`src/rtl/uart_pkg.sv`:
```
// Shared types and helpers for the UART TX arbitration slice.
package uart_pkg;

    localparam int UART_DW = 8;
    localparam int RR_MAX  = 8;

    typedef enum logic {
        IDLE  = 1'b0,
        GRANT = 1'b1
    } state_e;

    // Reference round-robin pick: first set bit at or after ptr, wrapping modulo n.
    function automatic logic [2:0] rr_pick(input logic [RR_MAX-1:0] valid,
                                           input logic [2:0]        ptr,
                                           input int                n);
        logic [2:0] win;
        logic       found;
        win   = ptr;
        found = 1'b0;
        for (int k = 0; k < RR_MAX; k++) begin
            if (!found && k < n && valid[(int'(ptr) + k) % n]) begin
                win   = 3'((int'(ptr) + k) % n);
                found = 1'b1;
            end
        end
        return win;
    endfunction

endpackage

```
`src/rtl/uart_rr_picker.sv`:
```
// Combinational round-robin picker: rotate by the pointer, priority-encode, unrotate.
module uart_rr_picker #(
    parameter int  N  = 4,
    localparam int PW = (N > 1) ? $clog2(N) : 1
) (
    input  logic [N-1:0]  valid_i,
    input  logic [PW-1:0] ptr_i,
    output logic          any_o,
    output logic [PW-1:0] win_o
);

    logic [2*N-1:0] dbl;
    logic [N-1:0]   rot;
    logic [PW-1:0]  off;

    // NOTE: every variable written here gets a default first so no path infers a latch.
    always_comb begin
        dbl = {valid_i, valid_i};
        rot = dbl[ptr_i +: N];
        off = '0;
        for (int i = N - 1; i >= 0; i--) begin
            if (rot[i]) begin
                off = PW'(i);
            end
        end
        any_o = |valid_i;
        win_o = PW'((int'(ptr_i) + int'(off)) % N);
    end

endmodule

```
`src/rtl/uart_tx_arbiter.sv`:
```
// Round-robin arbiter sharing one UART TX byte stream between N_REQ requesters.
// A grant covers a packet and is dropped on last byte, burst limit or idle timeout.
module uart_tx_arbiter
    import uart_pkg::*;
#(
    parameter int  N_REQ     = 4,
    parameter int  DW        = UART_DW,
    parameter int  MAX_BURST = 16,
    parameter int  TIMEOUT   = 32,
    localparam int GW        = (N_REQ > 1) ? $clog2(N_REQ) : 1
) (
    input  logic                wb_clk_i,
    input  logic                wb_rst_i,
    input  logic [N_REQ-1:0]    req_valid,
    input  logic [N_REQ*DW-1:0] req_data,
    input  logic [N_REQ-1:0]    req_last,
    output logic [N_REQ-1:0]    req_ready,
    output logic                tx_valid,
    output logic [DW-1:0]       tx_data,
    input  logic                tx_ready,
    output logic [GW-1:0]       grant_id,
    output logic                busy,
    output logic                timeout_evt
);

    localparam int CW = 8;

    state_e        state_q, state_d;
    logic [GW-1:0] grant_q, grant_d;
    logic [GW-1:0] rr_ptr_q, rr_ptr_d;
    logic [GW-1:0] next_ptr;
    logic [CW-1:0] burst_cnt_q, burst_cnt_d;
    logic [CW-1:0] idle_cnt_q, idle_cnt_d;
    logic          pick_any;
    logic [GW-1:0] pick_win;

    uart_rr_picker #(.N(N_REQ)) u_picker (
        .valid_i (req_valid),
        .ptr_i   (rr_ptr_q),
        .any_o   (pick_any),
        .win_o   (pick_win)
    );

    // The index just served drops to lowest priority.
    assign next_ptr = (grant_q == GW'(N_REQ - 1)) ? '0 : grant_q + GW'(1);
    assign busy     = (state_q == GRANT);
    assign grant_id = grant_q;

    always_comb begin
        state_d     = state_q;
        grant_d     = grant_q;
        rr_ptr_d    = rr_ptr_q;
        burst_cnt_d = burst_cnt_q;
        idle_cnt_d  = idle_cnt_q;
        req_ready   = '0;
        tx_valid    = 1'b0;
        tx_data     = '0;
        timeout_evt = 1'b0;
        case (state_q)
            IDLE: begin
                if (pick_any) begin
                    state_d     = GRANT;
                    grant_d     = pick_win;
                    burst_cnt_d = '0;
                    idle_cnt_d  = '0;
                end
            end
            GRANT: begin
                tx_valid           = req_valid[grant_q];
                tx_data            = req_data[int'(grant_q) * DW +: DW];
                req_ready[grant_q] = tx_ready;
                if (tx_valid && tx_ready) begin
                    burst_cnt_d = burst_cnt_q + CW'(1);
                    idle_cnt_d  = '0;
                    if (req_last[grant_q] || burst_cnt_q == CW'(MAX_BURST - 1)) begin
                        state_d  = IDLE;
                        rr_ptr_d = next_ptr;
                    end
                end else if (!tx_valid) begin
                    // Back-pressure with valid high leaves idle_cnt untouched.
                    if (idle_cnt_q == CW'(TIMEOUT - 1)) begin
                        state_d     = IDLE;
                        rr_ptr_d    = next_ptr;
                        timeout_evt = 1'b1;
                    end else begin
                        idle_cnt_d = idle_cnt_q + CW'(1);
                    end
                end
            end
            default: state_d = IDLE;
        endcase
    end

    // NOTE: non-blocking assignments so every flop samples the pre-edge values.
    always_ff @(posedge wb_clk_i) begin
        if (wb_rst_i) begin
            state_q     <= IDLE;
            grant_q     <= '0;
            rr_ptr_q    <= '0;
            burst_cnt_q <= '0;
            idle_cnt_q  <= '0;
        end else begin
            state_q     <= state_d;
            grant_q     <= grant_d;
            rr_ptr_q    <= rr_ptr_d;
            burst_cnt_q <= burst_cnt_d;
            idle_cnt_q  <= idle_cnt_d;
        end
    end

endmodule

```
`config.mk`:
```
export PLATFORM = sky130hd
export DESIGN_NAME = uart_tx_arbiter
export DESIGN_NICKNAME = d
export VERILOG_FILES = /design/src/rtl/uart_pkg.sv /design/src/rtl/uart_rr_picker.sv /design/src/rtl/uart_tx_arbiter.sv
export SDC_FILE = /design/constraint.sdc
export NUM_CORES = 1
export LEC_CHECK = 0
export ABC_AREA = 1
export BUFFER_PORTS_ARGS = -buffer_cell sky130_fd_sc_hd__buf_2
export CORE_MARGIN = 2
export CORE_UTILIZATION = 46
export DETAILED_ROUTE_END_ITERATION = 8
export PLACE_DENSITY = 0.76
export SYNTH_ARGS = -nofsm -noshare
export SYNTH_HDL_FRONTEND = slang
export SYNTH_HIERARCHICAL = 1
export SYNTH_SLANG_ARGS = --single-unit
```
`constraint.sdc`:
```
create_clock -name wb_clk_i -period 1.63 [get_ports wb_clk_i]
set_input_delay 0.163 -clock wb_clk_i [delete_from_list [all_inputs] [get_ports wb_clk_i]]
set_output_delay 0.163 -clock wb_clk_i [all_outputs]
set_load 0.05 [all_outputs]
```
## Word level (Yosys, flattened, before mapping)

Index checks and enable logic that the tools add are counted.

- Bits in registers: 21
- Input bits: 43

- Add/sub/neg operators: 4
- Order comparisons: 2
- Equality and inequality tests: 9
- Shift-type cells: 2
- Multiplexer cells: 35
- Bitwise gates (word level): 2
- Reductions and logical operators: 9

Operator list:

| kind | count |
|---|---|
| 8-bit 2-to-1 mux | 6 |
| 8-bit case mux with 2 select lines | 2 |
| 32-bit by 6-bit variable part select with 8-bit output | 1 |
| 2-bit 2-to-1 mux | 9 |
| 8-bit by 1-bit adder with 8-bit output (second input constant) | 2 |
| 1-bit 2-to-1 mux | 13 |
| 8-bit by 4-bit equality test with 1-bit output (second input constant) | 1 |
| 8-bit by 5-bit equality test with 1-bit output (second input constant) | 1 |
| 8-bit by 3-bit variable part select with 4-bit output | 1 |
| 2-bit by 1-bit inequality test with 1-bit output (second input constant) | 3 |
| 4-bit bitwise AND | 1 |
| 1-bit binary-select mux with 2-bit select | 2 |
| 4-bit 2-to-1 mux | 1 |
| 2-bit AND reduction | 2 |
| 4-bit AND reduction | 1 |
| 4-bit OR reduction | 1 |
| 2-bit by 3-bit less-than comparator with 1-bit output (second input constant) | 1 |
| 3-bit by 2-bit inequality test with 1-bit output (second input constant) | 1 |
| 3-bit inequality test (second input constant) | 1 |
| 3-bit AND reduction | 1 |
| 2-bit by 1-bit adder with 2-bit output (second input constant) | 1 |
| 2-bit adder | 1 |
| 1-bit demux with 2-bit select | 1 |
| 2-bit equality test (second input constant) | 1 |
| 7 further kinds | 8 |

## Depth between registers and ports, before layout

- Depth in word-level cells: 6
- Gate-level depth with buffers: 13
- Depth with buffers taken out: 13

## Hierarchy

Netlist, hierarchy kept.

By module, submodules not included:

| module | instances | cells each | area each (um^2) |
|---|---|---|---|
| uart_tx_arbiter | 1 | 271 | 1,705.4 |
| uart_rr_picker | 1 | 35 | 167.7 |

## Least setup slack after synthesis

Ideal clock, no wire load.

- Path kind: register -> output
- Start point: reg grant_q[1] (netlist: grant_id[1])
- End point: out timeout_evt
- Arrival: 2.351 ns
- Setup slack: -0.884 ns
- Stages on the path, launching flop included: 6
- Path through: dfxtp_1 > buf_2 > nand3_4 > nand2_4 > nand2_1 > nor3_1

- Longest elaborated chain between the ends: 5
- Elaborated cells on any way between the ends: 6
- Classes of those cells: mux (5); reduce/logical (1)

Ends and longest elaborated chain:

| element | RTL line | source |
|---|---|---|
| start, declared | uart_tx_arbiter.sv:29 | `logic [GW-1:0] grant_q, grant_d;` |
| start signal, assigned | uart_tx_arbiter.sv:104 | `grant_q <= grant_d;` |
| 1-bit binary-select mux with 2-bit select * | uart_tx_arbiter.sv:69 | `tx_valid = req_valid[grant_q];` |
| 1-bit 2-to-1 mux (implied by the code) * | uart_tx_arbiter.sv:69 |  |
| 1-bit 2-to-1 mux or 1-bit logical AND (tied branches) | uart_tx_arbiter.sv:79, uart_tx_arbiter.sv:72 |  |
| 1-bit 2-to-1 mux * | uart_tx_arbiter.sv:72 | `if (tx_valid && tx_ready) begin` |
| 1-bit 2-to-1 mux * | uart_tx_arbiter.sv:59 | `case (state_q)` |
| end, declared | uart_tx_arbiter.sv:23 | `output logic timeout_evt` |

Mark *: on every way between the ends. The rest lies on a longest branch, timed or not. The select of a mux whose other input is x is not followed.

## Worst setup path after layout

- Start point: reg rr_ptr_q[0]
- End point: reg grant_q[1] (netlist: grant_id[1])

- Longest elaborated chain between the ends: 6

Ends and longest elaborated chain:

| element | RTL line | source |
|---|---|---|
| start, declared | uart_tx_arbiter.sv:30 | `logic [GW-1:0] rr_ptr_q, rr_ptr_d;` |
| start signal, assigned | uart_tx_arbiter.sv:105 | `rr_ptr_q <= rr_ptr_d;` |
| 8-bit by 3-bit variable part select with 4-bit output | uart_rr_picker.sv:19 | `rot = dbl[ptr_i +: N];` |
| 2-bit 2-to-1 mux (4 in a row) | uart_rr_picker.sv:22 | `if (rot[i]) begin` |
| 2-bit adder * | uart_rr_picker.sv:27 | `win_o = PW'((int'(ptr_i) + int'(off)) % N);` |
| via pick_win[1] | uart_tx_arbiter.sv:35 | `logic [GW-1:0] pick_win;` |

The timed path passes the listed nets; every way through them passes the cells marked *.
A chain may end at the register's enable or synchronous reset.

==> flow_summary.yaml <==
synth:
  synthTopCellsByArea: "dfxtp_1 22%, nor2_1 13%, nand2_1 12%"
  synth_cells: 306
  yosys_warnings: 6
  synth_commonest_cells: "65 x nor2_1, 62 x nand2_1, 37 x nand3_1"
  ys_ff_latch: 21
  async_reset_ff_share_pct: 0
  synth-main-ff-cell: "dfxtp_1"
  syn_nets: 356
  yosysMostFrequentCell: "nor2_1"
  syn_area_mm2: 0.00187
  synth_cell_types: 28
  synth_edf_count: 0
  yosysTopAreaCellShare_pct: 22.4
  ys_seq_area_share_pct: 22.4
  yosysTopAreaCell: "dfxtp_1"
  post_synth.cell_area_avg_um2: 6.12
critical_path:
  crit_chain: "inv_4, nand2_2, nand3_2, nand2_2, nand3_2, a21boi_2, ha_2, xor2_2, inv_1, nand3_2, nand2_1, o21ai_1, a21oi_1"
  rr_worst_depth: 13
  cp_max_fo: 6
  worst-path-buf-inv: 2
  arrival_ns: 1.80
  required_ns: 1.78
  cpPeakStageDelay_ns: 0.39
  slowest_stage: "dfxtp_4"
  worst-path-stages: 13
  crit_family: "flip-flops"
  critPathKind: "reg2reg"
  start_kind: "register"
  crit_top_cell: "nand3_2"
  crit_path_end_kind: "register"
timing:
  min_period_ns: 1.65
  fmax_ghz: 0.605
  setup_viol: 1
  finalClockSkew_ns: 0.00418
  hold_viol_final: 0
  period_share_pct: 101
  drv_slew: 0
  fin_ws_ns: -0.0233
  tightest_slew_ns: 0.319
  relSlewSlack_pct: 78.7
  rsz0062_at_grt: "true"
clock_network:
  h-tree-depth: 1
  clk_path_buf_depth: 2
  cts_root_buf: "clkbuf_8"
  clock_latency_ns: 0.26
  numCtsBuffers: 3
  path_clk_slew_ns: 0.08
  cts_tree: "done"
  cts.sinks: 21
  cts_hold_buf: 0
cells_and_area:
  num_antenna_cells: 0
  fin_cells: 432
  drive_gt1_share_pct: 40.3
  fin_util_pct: 68.9
  nNetsFinal: 433
  areaGrowthSynthToFinish_pct: 46.0
grt:
  grtUsageTotal_pct: 23.4
  grt_pass1_wl_um: 8330
  overflow: 0
  antenna_found_initial: 0
  use_met3_pct: 4.11
  first_global_vias: 1972
  grt-busiest-layer: "met2"
  grt_use_met1_pct: 27.4
  use_met2_pct: 44.7
  grt_max_degree: 23
placement:
  portBuffers: 59
  place_hpwl_um: 3860
  dp.cells: 424
  post-place-ws_ns: -0.115
  place_congestion: 0.832
floorplan:
  io-pin-count: 60
  die_x_um: 67.8
  num_rows: 23
  dieArea_mm2: 0.00460
  core_area_mm2: 0.00397
  die_y_um: 67.8
  start_util_pct: 47.2
detailed_routing:
  drtIter0Drc: 121
  num_vias: 2234
  ant_nets: 0
  route.detailed.drc: 0
  dr.pass1.iters: 4
  wirelength_um: 5360
  avgViaCountPerCell: 5.17
  drt-wirelength-per-cell_um: 12.4
flow_run:
  cap_violations: 0
run_status:
  status: "complete, but fails checks"
  violations: "negative setup slack"
worst_hold_path:
  hp-class: "in2reg"
  whs_path_depth: 2
power_and_ir_drop:
  ir_drop_v: 0.000431
  p_leak_uw: 0.00120
  power_density_mw_per_mm2: 711
-- routing by layer --
layer	routed length [µm]	up-vias
met5	0	-
met4	81	0
met3	290	10
met2	2650	63
met1	2340	1013
li1	-	1148
-- report_power, final --
part           switching (µW)  total [µW]  internal, µW
logic                     641        1020           383
clock network             171         345           174
registers                36.5         576           539
total                     849        1950          1100
-- layout make-up --
class	instances	area [µm²]
multi-input combinational	250	1530
fill	355	1240
timing repair buffer	82	564
sequential	21	439
inverter	25	98.8
tap	50	62.6
clock buffer	4	45.0
-- timing repair --
action                     CTS  global route
setup endpoints to repair   13            17
resized for setup           50            27
pin swaps                    8             5
setup buffers                2             2
-- final timing paths --
kind                        from             end  slack [ns]
setup / recovery     rr_ptr_q[0]     grant_id[1]       -0.02
hold / removal          wb_rst_i   idle_cnt_q[4]        0.26
setup reg to reg     rr_ptr_q[0]     grant_id[1]       -0.02
hold reg to reg   burst_cnt_q[0]  burst_cnt_q[0]        0.47
-- stage by stage --
step           hold WS [ns]  total power, µW  TNS [ns]  cell area [µm²]
2_1_floorplan         0.332             1230   -0.0840             2020
3_3_place_gp          0.489             1450   -0.0148             2460
3_5_place_dp          0.507             1460    -0.115             2460
4_1_cts               0.261             1890   -0.0695             2630
5_1_grt               0.281             2070    -0.267             2740
6_report              0.264             1950   -0.0233             2740
-- cell families after synthesis --
logic type                 count (synthesis)  synth area share [%]
xor gates and xnor gates                   6                  2.81
AOI/OAI and AO/OA                         49                  14.6
adders and majority gates                  7                  4.68
buffers and inverters                     35                  8.22
DFF                                       21                  22.4
and+or+nand+nor                          188                  47.2
-- cell usage in the layout (no fill, tap or decap), types with 2 or more instances in the layout --
master    count
a21oi_4       8
nor3_1        3
buf_4        21
nand3_2       7
buf_2        46
nand3_4       2
nand2_2       8
nor2_1       59
inv_4         2
o21ai_1      16
a21oi_2       7
nand2_1      56
nand2_4       5
xor2_1        4
a21oi_1      12
inv_2         5
inv_1        18
buf_6        13
ha_2          3
buf_8         2
ha_1          4
dfxtp_1      14
nor2_2        2
nor2_4        7
dfxtp_4       4
nand3_1      31
o21ai_0       4
clkbuf_8      3
nand3b_1      2
dfxtp_2       3
-- state kept, by name, summed over array words and instances (netlist names) --
name,count
burst_cnt_q,8
grant_id,2
busy,1
rr_ptr_q,2
idle_cnt_q,8
Power figures use the tool's default switching activity.
